--- config.mk ---
export PLATFORM = sky130hd
export DESIGN_NAME = decoder_fifo_arbiter
export DESIGN_NICKNAME = d
export VERILOG_FILES = /design/src/rtl/la_pkg.sv /design/src/rtl/la_rr_arbiter.sv /design/src/rtl/decoder_fifo_arbiter.sv
export SDC_FILE = /design/constraint.sdc
export NUM_CORES = 1
export LEC_CHECK = 0
export ABC_AREA = 1
export BUFFER_PORTS_ARGS = -buffer_cell sky130_fd_sc_hd__buf_4
export CAP_MARGIN = 20
export CORE_ASPECT_RATIO = 1.1
export CORE_MARGIN = 1
export CORE_UTILIZATION = 48
export DETAILED_ROUTE_END_ITERATION = 10
export PLACE_DENSITY = 0.75
export SYNTH_ARGS = -nofsm -noshare
export SYNTH_HDL_FRONTEND = slang
export SYNTH_SLANG_ARGS = --single-unit
--- constraint.sdc ---
create_clock -name clk -period 2.1 [get_ports clk]
set_clock_uncertainty 0.15 [all_clocks]
set_input_delay 0.105 -clock clk [delete_from_list [all_inputs] [get_ports clk]]
set_output_delay 0.105 -clock clk [all_outputs]
set_load 0.005 [all_outputs]
--- src/rtl/la_pkg.sv ---
// Shared constants and types for the logic-analyzer capture path.
package la_pkg;

  typedef logic [1:0] proto_id_t;

  localparam proto_id_t PROTO_UART = 2'd0;
  localparam proto_id_t PROTO_SPI  = 2'd1;
  localparam proto_id_t PROTO_I2C  = 2'd2;
  localparam proto_id_t PROTO_NONE = 2'd3;

  localparam int FIFO_WORD_W = 16;
  localparam int ID_LSB      = 14;
  localparam int TS_LSB      = 8;

  typedef enum logic {
    ARB_IDLE   = 1'b0,
    ARB_ACTIVE = 1'b1
  } arb_state_t;

endpackage

--- src/rtl/la_rr_arbiter.sv ---
// Combinational round-robin pick over pending[], searching upward from rr_ptr with wrap.
// Zero latency; grants whenever any bit of pending is set.
module la_rr_arbiter #(
  parameter int NREQ = 3
) (
  input  logic [NREQ-1:0] pending,
  input  logic [1:0]      rr_ptr,
  output logic [NREQ-1:0] grant,
  output logic            any_grant
);

  always_comb begin
    int idx;
    idx       = 0;
    grant     = '0;
    any_grant = 1'b0;
    for (int k = 0; k < NREQ; k++) begin
      idx = int'(rr_ptr) + k;
      if (idx >= NREQ) idx = idx - NREQ;
      if (!any_grant && pending[idx]) begin
        grant[idx] = 1'b1;
        any_grant  = 1'b1;
      end
    end
  end

endmodule

--- src/rtl/decoder_fifo_arbiter.sv ---
// Merges UART/SPI/I2C decoder strobes into the capture FIFO as tagged words; optional timestamps via ARB_TIMESTAMP_EN.
// Strobe to fifo_wr_en is 2 cycles minimum, one word per cycle sustained.
// Backpressure: no grant while fifo_full or while the in-flight write takes the last afull slot; new strobes on busy slots are dropped.
module decoder_fifo_arbiter
  import la_pkg::*;
#(
  parameter int NREQ   = 3,
  parameter int DATA_W = 8,
  parameter int TS_W   = 6
) (
  input  logic                     clk,
  input  logic                     rst_n,
  input  logic                     enable,
  input  logic [NREQ-1:0]          req_valid,
  input  logic [NREQ*DATA_W-1:0]   req_data,
  input  logic                     fifo_full,
  input  logic                     fifo_afull,
  output logic                     fifo_wr_en,
  output logic [FIFO_WORD_W-1:0]   fifo_wr_data,
  output logic [1:0]               grant_id,
  output logic [NREQ-1:0]          drop_flags,
  input  logic                     clear_drops
);

  arb_state_t state_q, state_d;
  logic arb_active;

  logic [NREQ-1:0] pending_q, pending_d, grant_oh, gnt, load, drop;
  logic [NREQ-1:0][DATA_W-1:0] hold_data_q;
  logic [1:0] rr_ptr_q, gnt_idx, rr_next;
  logic any_req, grant_ok;
  logic [TS_W-1:0] gnt_ts;
  logic [FIFO_WORD_W-1:0] word_d;

  la_rr_arbiter #(.NREQ(NREQ)) u_rr (
    .pending   (pending_q),
    .rr_ptr    (rr_ptr_q),
    .grant     (grant_oh),
    .any_grant (any_req)
  );

  // A write already in flight consumes the single slot left when afull is high.
  assign grant_ok = arb_active && enable && any_req && !fifo_full && !(fifo_wr_en && fifo_afull);
  assign gnt      = grant_oh & {NREQ{grant_ok}};

  always_comb begin
    gnt_idx = '0;
    for (int i = 0; i < NREQ; i++)
      if (grant_oh[i]) gnt_idx = 2'(i);
  end

  assign rr_next = (int'(gnt_idx) == NREQ - 1) ? 2'd0 : gnt_idx + 2'd1;

  // A slot being granted this cycle may be refilled by a same-cycle strobe.
  assign load      = {NREQ{enable}} & req_valid & (~pending_q | gnt);
  assign drop      = {NREQ{enable}} & req_valid & pending_q & ~gnt;
  assign pending_d = enable ? ((pending_q & ~gnt) | load) : '0;

  always_ff @(posedge clk or negedge rst_n) begin
    if (!rst_n) state_q <= ARB_IDLE;
    else        state_q <= state_d;
  end

  always_comb begin
    state_d = state_q;
    case (state_q)
      ARB_IDLE:   if (|pending_d) state_d = ARB_ACTIVE;
      ARB_ACTIVE: if (!enable || !(|pending_d)) state_d = ARB_IDLE;
      default:    state_d = ARB_IDLE;
    endcase
  end

  always_comb begin
    arb_active = (state_q == ARB_ACTIVE);
  end

`ifdef ARB_TIMESTAMP_EN
  logic [TS_W-1:0] ts_cnt_q;
  logic [NREQ-1:0][TS_W-1:0] hold_ts_q;

  always_ff @(posedge clk or negedge rst_n) begin
    if (!rst_n) begin
      ts_cnt_q  <= '0;
      hold_ts_q <= '0;
    end else begin
      if (enable) ts_cnt_q <= ts_cnt_q + 1'b1;
      for (int i = 0; i < NREQ; i++)
        if (load[i]) hold_ts_q[i] <= ts_cnt_q;
    end
  end

  assign gnt_ts = hold_ts_q[gnt_idx];
`else
  assign gnt_ts = '0;
`endif

  always_comb begin
    word_d                           = '0;
    word_d[FIFO_WORD_W-1:ID_LSB]     = gnt_idx;
    word_d[TS_LSB +: TS_W]           = gnt_ts;
    word_d[DATA_W-1:0]               = hold_data_q[gnt_idx];
  end

  always_ff @(posedge clk or negedge rst_n) begin
    if (!rst_n) begin
      pending_q    <= '0;
      hold_data_q  <= '0;
      rr_ptr_q     <= PROTO_UART;
      fifo_wr_en   <= 1'b0;
      fifo_wr_data <= '0;
      grant_id     <= '0;
      drop_flags   <= '0;
    end else begin
      pending_q <= pending_d;
      for (int i = 0; i < NREQ; i++)
        if (load[i]) hold_data_q[i] <= req_data[i*DATA_W +: DATA_W];
      fifo_wr_en <= grant_ok;
      if (grant_ok) begin
        fifo_wr_data <= word_d;
        grant_id     <= gnt_idx;
        rr_ptr_q     <= rr_next;
      end
      drop_flags <= clear_drops ? '0 : (drop_flags | drop);
    end
  end

endmodule

==> impl_metrics.py, run 1 <==
metrics = {
    "power": {
        "power_mw": 3.799,
        "pwr-share-seq_pct": 31.6,
        "intPower_mw": 2.223,
        "switching_share_pct": 41.47,
        "irDropWorstVdd_mv": 0.6390,
        "p_per_area_nw_per_um2": 1131,
        "leakage_nw": 1.769,
        "p_switching_mw": 1.575,
        "comb_power_share_pct": 54.8,
        "p_clk_share_pct": 13.6,
    },
    "logic_synthesis": {
        "yosys-top-cells-count": "nand2_1, nand3_1, dfrtp_1",
        "yosys-top-cells-area": "dfrtp_1, nand2_1, nand3_1",
        "ys_ff_latch": 43,
        "mappedNetlistArea_um2": 2311,
        "seq_area_frac_synth_pct": 46.56,
        "synth_area_per_cell_um2": 8.109,
        "synth.distinct_cells": 30,
        "synthArstFlopShare_pct": 100.0,
        "synth_top_cell_by_area": "dfrtp_1",
        "yosysWarningCount": 0,
        "synth_cells": 285,
        "synth_edf_count": 0,
        "synth_top_area_share_pct": 46.56,
        "synth-main-ff-cell": "dfrtp_1",
        "synth_most_common_cell": "nand2_1",
    },
    "finish": {
        "layout.cells.non_filler": 440,
        "syn_to_final_growth_pct": 45.32,
        "nNetsFinal": 420,
        "num-fill-cells": 341,
        "ff_latch_area_um2": 1077,
        "antenna_cells": 0,
        "layout-drive-gt1-share_pct": 32.03,
        "multi_input_area_um2": 1181,
    },
    "route": {
        "viasPerCell": 4.973,
        "ant_nets": 0,
        "vias": 2188,
        "wirelength_um": 5800,
        "remaining_drc_errors": 0,
        "first_iter_violations": 159,
        "wl_per_cell_um": 13.18,
        "drt_pass1_iterations": 8,
    },
    "sta": {
        "final_max_slew_viol_count": 0,
        "rsz0062_at_grt": "true",
        "fmax_mhz": 466.9,
        "slew_headroom_pct": 63.68,
        "tns_ns": -0.1634,
        "finalSetupViolCount": 10,
        "hold_slack_ns": 0.1815,
        "fin_ws_ns": -0.04192,
        "hold_viol_final": 0,
        "tightestPinTransition_ns": 0.5448,
        "fin_crit_sh_pct": 102.0,
        "fin_crit_ns": 2.142,
    },
    "clock_network": {
        "cts.sinks": 43,
        "clk_latency_ns": 0.30,
        "clk_path_buf_depth": 2,
        "cts_htree_levels": 2,
        "cts_buffers": 5,
        "root_buffer": "clkbuf_8",
        "clk_pin_slew_ns": 0.08,
        "cts_tree": "built",
    },
    "floorplan": {
        "die_area_um2": 5096,
        "fp.coreArea_um2": 4619,
        "dieWidth_um": 68.16,
        "die_h_um": 74.78,
        "num_rows": 26,
        "initial_core_util_pct": 50.03,
        "pin_count": 55,
    },
    "setup_path": {
        "path_max_fanout": 7,
        "setup.worst_path.end_class": "flip-flop",
        "required_ns": 2.15,
        "cp-start-kind": "flip-flop",
        "path_class": "reg2reg",
        "cp.arrival_ns": 2.19,
    },
    "global_routing": {
        "grt_max_degree": 44,
        "grt_pass1_vias": 2076,
        "grt_overflow": 0,
        "grt_pass1_wl_um": 9459,
        "grt_usage_pct": 25.30,
        "antenna_found_initial": 0,
    },
    "outcome": {
        "status": "finished with violations",
        "violations": "negative setup slack",
    },
    "place": {
        "gp_congestion": 0.8611,
        "placed_cells": 394,
        "portBuffers": 48,
        "hpwl_um": 3905,
    },
    "run": {
        "maxCapViolations": 0,
    },
    "min_path": {
        "hold_class": "in2async",
    },
}
worst paths after layout:
path,slack (ns),end,start,cells past startpoint
worst max-delay path,-0.04,fifo_wr_data[0]$_DFFE_PN0N_,rr_ptr_q[0]$_DFFE_PN0N_,13
worst max register to register,-0.04,fifo_wr_data[0]$_DFFE_PN0N_,rr_ptr_q[0]$_DFFE_PN0N_,13
worst min-delay path,0.18,pending_q[1]$_DFF_PN0_,rst_n,2
min in group clk,0.19,rr_ptr_q[0]$_DFFE_PN0N_,fifo_full,5
max in group asynchronous,1.21,rr_ptr_q[0]$_DFFE_PN0N_,rst_n,2
worst min register to register,0.32,hold_data_q[5]$_DFFE_PN0P_,hold_data_q[5]$_DFFE_PN0P_,2
power groups by stage:
stage	Combinational, mW	Sequential [mW]	Clock, mW
floorplan	1.16	1.16	0
global placement	1.69	1.19	0
detailed placement	1.71	1.20	0
CTS	1.89	1.20	0.526
global route	2.31	1.23	0.564
finish	2.08	1.20	0.516
stage by stage:
step	setup slack [ns]	area [µm²]	utilization [%]
4_1_cts	0.008741	3244	70.23
6_report	-0.04192	3358	72.70
2_1_floorplan	0.008571	2330	-
3_3_place_gp	-0.09813	2761	59.78
3_5_place_dp	-0.1548	2761	59.78
5_1_grt	-0.1615	3358	72.70
layer usage:
| layer | routed length, µm | global-route usage [%] | vias up |
|---|---|---|---|
| li1 | - | - | 1098 |
| met1 | 2482 | 32.84 | 1011 |
| met2 | 2964 | 42.05 | 66 |
| met3 | 207 | 3.788 | 13 |
| met4 | 146 | 10.42 | 0 |
| met5 | 0 | 0 | - |
final cells by class:
class / count / share of cell area (%)
clock buffers: 6 / 2.161
clock inverters: 2 / 0.3726
inverters: 27 / 3.167
multi-input cells: 207 / 35.17
flip-flops and latches: 43 / 32.08
well taps: 56 / 2.086
repair buffers: 98 / 24.74
repair inverters: 1 / 0.2235
flip-flops by register name (all words and copies together) (netlist names):
signal        count
hold_data_q      24
fifo_wr_data      8
drop_flags        3
pending_q         3
grant_id          2
arb_active        1
fifo_wr_en        1
rr_ptr_q          1
placed cells by master, fill, tap and decap left out, drive strengths merged:
cell and count:
nand2 114, buf 68, nand3 51, dfrtp 43, dlygate4sd3 30, inv 24
a21oi 7, conb 6, clkbuf 6, nor2 6, ha 4, clkinv 4
or2 4, nand4 3, a31oi 3, o21ai 3, nand3b 2, clkinvlp 2
a211oi 1, nor3 1, o21bai 1, o22ai 1
critical path, stage by stage (launching register included):
cell and delay, ns:
dfrtp_2 0.45, ha_4 0.35, inv_2 0.07, nand2_2 0.07
nand3_2 0.06, nand2_2 0.10, nand3_1 0.10, nand2_2 0.10
nand2_4 0.09, buf_4 0.17, a21oi_1 0.12, nand3_1 0.10
nand2_1 0.07, inv_1 0.03
cells by family (layout without fill, tap and decap cells):
| kind of cell | after synthesis | in the layout | share of synthesized area, % |
|---|---|---|---|
| buffers and inverters | 41 | 134 | 9.420 |
| adders and majority gates | 4 | 4 | 2.166 |
| other | 1 | 6 | 0.1623 |
| AOI/OAI and AO/OA | 16 | 16 | 4.061 |
| DFF | 43 | 43 | 46.56 |
| and+or+nand+nor | 180 | 181 | 37.63 |
what timing repair did:
item / in CTS / in global routing
endpoints found under the setup margin: 38 / 38
setup buffers: 4 / 2
resized for setup: 15 / 23
cloned: 2 / 0
hold buffers: 30 / 0
endpoints found under the hold margin: 74 / 0
pin swaps: 7 / 9
No activity file was read; power rests on OpenSTA's default activity.
==> run 2, diff against run 1 <==
--- a/config.mk
+++ b/config.mk
@@ -10,9 +10,10 @@
 export CAP_MARGIN = 20
 export CORE_ASPECT_RATIO = 1.1
 export CORE_MARGIN = 1
-export CORE_UTILIZATION = 48
+export CORE_UTILIZATION = 50
+export CTS_BUF_LIST = sky130_fd_sc_hd__clkbuf_4 sky130_fd_sc_hd__clkbuf_8
 export DETAILED_ROUTE_END_ITERATION = 10
-export PLACE_DENSITY = 0.75
+export PLACE_DENSITY = 0.78
 export SYNTH_ARGS = -nofsm -noshare
 export SYNTH_HDL_FRONTEND = slang
 export SYNTH_SLANG_ARGS = --single-unit
==> run 2 against run 1 <==
Effect of this change:
- the flow still finishes with violations (negative setup slack)
- wire length up 9.7%
- die area down 3.9%
- design area up 2.3%
- register-to-register slack about the same
- sequential share of layout area down 0.69 points
- critical path depth down 3
- count of clock-buffer cells in the layout unchanged
- critical path type unchanged
- highest routed layer unchanged
==> impl_metrics.py, run 2 (synthesis gave the netlist of run 1 again) <==
metrics = {
    "floorplan": {
        "dieWidth_um": 66.82,
        "initial_core_util_pct": 52.77,
        "pin_count": 55,
        "fp.coreArea_um2": 4379,
        "die_area_um2": 4898,
        "num_rows": 25,
        "die_h_um": 73.30,
    },
    "clock_network": {
        "cts_htree_levels": 2,
        "clk_latency_ns": 0.30,
        "cts_tree": "built",
        "cts_buffers": 5,
        "clk_path_buf_depth": 2,
        "clk_pin_slew_ns": 0.09,
        "cts.sinks": 43,
        "root_buffer": "clkbuf_8",
    },
    "route": {
        "first_iter_violations": 214,
        "ant_nets": 0,
        "viasPerCell": 5.236,
        "wirelength_um": 6362,
        "remaining_drc_errors": 0,
        "drt_pass1_iterations": 4,
        "vias": 2309,
        "wl_per_cell_um": 14.43,
    },
    "outcome": {
        "violations": "negative setup slack",
        "status": "finished with violations",
    },
    "global_routing": {
        "grt_use_met3_pct": 4.969,
        "grt_usage_pct": 25.54,
        "busiest_layer": "met2",
        "met1_usage_pct": 35.08,
        "antenna_found_initial": 0,
        "grt_pass1_wl_um": 9356,
        "met2_usage_pct": 40.74,
        "grt_max_degree": 44,
        "grt_overflow": 0,
        "grt_pass1_vias": 1986,
    },
    "run": {
        "maxCapViolations": 0,
    },
    "sta": {
        "fin_ws_ns": -0.04622,
        "rsz0062_at_grt": "true",
        "hold_viol_final": 0,
        "tightestPinTransition_ns": 0.5364,
        "final_max_slew_viol_count": 0,
        "fmax_mhz": 465.9,
        "slew_headroom_pct": 64.24,
        "finalSetupViolCount": 15,
        "tns_ns": -0.2682,
        "fin_crit_ns": 2.146,
        "fin_crit_sh_pct": 102.2,
    },
    "power": {
        "leakage_nw": 1.794,
        "power_mw": 4.052,
        "p_per_area_nw_per_um2": 1179,
        "irDropWorstVdd_mv": 0.5627,
    },
    "finish": {
        "antenna_cells": 0,
        "layout.cells.non_filler": 441,
        "num-fill-cells": 313,
        "syn_to_final_growth_pct": 48.67,
        "final_common_cell": "nand2_1",
        "regMostFlops": "hold_data_q",
        "nNetsFinal": 423,
        "final_cell_mix": "nand2_1, buf_4, nand3_1, dfrtp_1, dlygate4sd3_1",
        "largest_reg_flops": 24,
        "layout-drive-gt1-share_pct": 35.66,
        "largest_registers": "hold_data_q: 24 flops, fifo_wr_data: 8 flops",
    },
    "setup_path": {
        "path_class": "reg2reg",
        "cp-start-kind": "flip-flop",
        "path_max_fanout": 7,
        "setup.worst_path.end_class": "flip-flop",
        "required_ns": 2.18,
        "cp.arrival_ns": 2.23,
        "r2r_slack_ns": -0.05,
    },
    "place": {
        "hpwl_um": 3790,
        "gp_congestion": 0.9838,
        "placed_cells": 394,
        "portBuffers": 48,
        "dp_slack_ns": -0.09461,
    },
    "min_path": {
        "hold_class": "in2async",
    },
}
-- run 2: changes by cell type in the layout (fill, tap and decap cells not counted), sizes merged --
cell,delta
clkinvlp,-1
inv,-1
clkinv,+1
buf,+2
nand2,+2
-- run 2: routing by layer --
layer | vias to the layer above | share of wire (%) | wire length, µm
met1 | 1091 | 42 | 2681
met2 | 90 | 50 | 3183
li1 | 1112 | - | -
met3 | 16 | 5.1 | 326
met4 | 0 | 2.7 | 170
met5 | - | 0 | 0
-- run 2: critical path: stages, from the launching register on --
cell	delay, ns
dfrtp_2	0.47
ha_4	0.36
nor2_2	0.05
nand2_1	0.10
nand3_2	0.12
nand3_2	0.10
nand2_4	0.07
buf_8	0.16
nor3_4	0.31
nand2_1	0.10
nand3b_1	0.08
-- run 2: area by class of cell --
class                           count  area, µm²  area share (%)
Timing Repair Buffer              100      853.3           24.84
Clock buffer                        6      76.32           2.221
Clock inverter                      2      12.51          0.3642
Inverter                           27      111.4           3.241
Tap cell                           54      67.56           1.966
Sequential cell                    43       1079           31.39
Multi-Input combinational cell    209       1236           35.98
-- run 2: where the power goes --
| group | switching [mW] | total [mW] | internal [mW] | leakage (nW) |
|---|---|---|---|---|
| clock network | 0.299 | 0.545 | 0.246 | 0.0446 |
| registers | 0.179 | 1.22 | 1.04 | 0.534 |
| logic | 1.23 | 2.28 | 1.05 | 1.22 |
| total | 1.71 | 4.05 | 2.34 | 1.79 |
-- run 2: through the flow --
stage | instance area, µm² | util, % | hold slack [ns]
final | 3436 | 78.46 | 0.1769
after detailed placement | 2761 | 63.06 | -0.02406
after global placement | 2761 | 63.06 | -0.03111
after CTS | 3234 | 73.86 | 0.09762
after global routing | 3436 | 78.46 | 0.2305
after floorplan | 2330 | - | -0.3406
-- run 2: timing repair --
item,in CTS,in global routing
setup buffers,1,5
setup endpoints to repair,38,38
pin swaps,5,22
gates resized for setup,17,34
endpoints found under the hold margin,74,0
cloned,0,3
hold buffers,30,0
-- run 2: worst paths after layout --
| path | from | cells after the start | end |
|---|---|---|---|
| worst min register to register | hold_data_q[6]$_DFFE_PN0P_ | 2 | hold_data_q[6]$_DFFE_PN0P_ |
| worst max register to register | rr_ptr_q[0]$_DFFE_PN0N_ | 10 | fifo_wr_data[5]$_DFFE_PN0N_ |
| worst min-delay path | rst_n | 2 | hold_data_q[23]$_DFFE_PN0P_ |
| max in group asynchronous | rst_n | 2 | pending_q[1]$_DFF_PN0_ |
| min in group clk | fifo_full | 7 | fifo_wr_data[7]$_DFFE_PN0N_ |
| worst max-delay path | rr_ptr_q[0]$_DFFE_PN0N_ | 10 | fifo_wr_data[5]$_DFFE_PN0N_ |
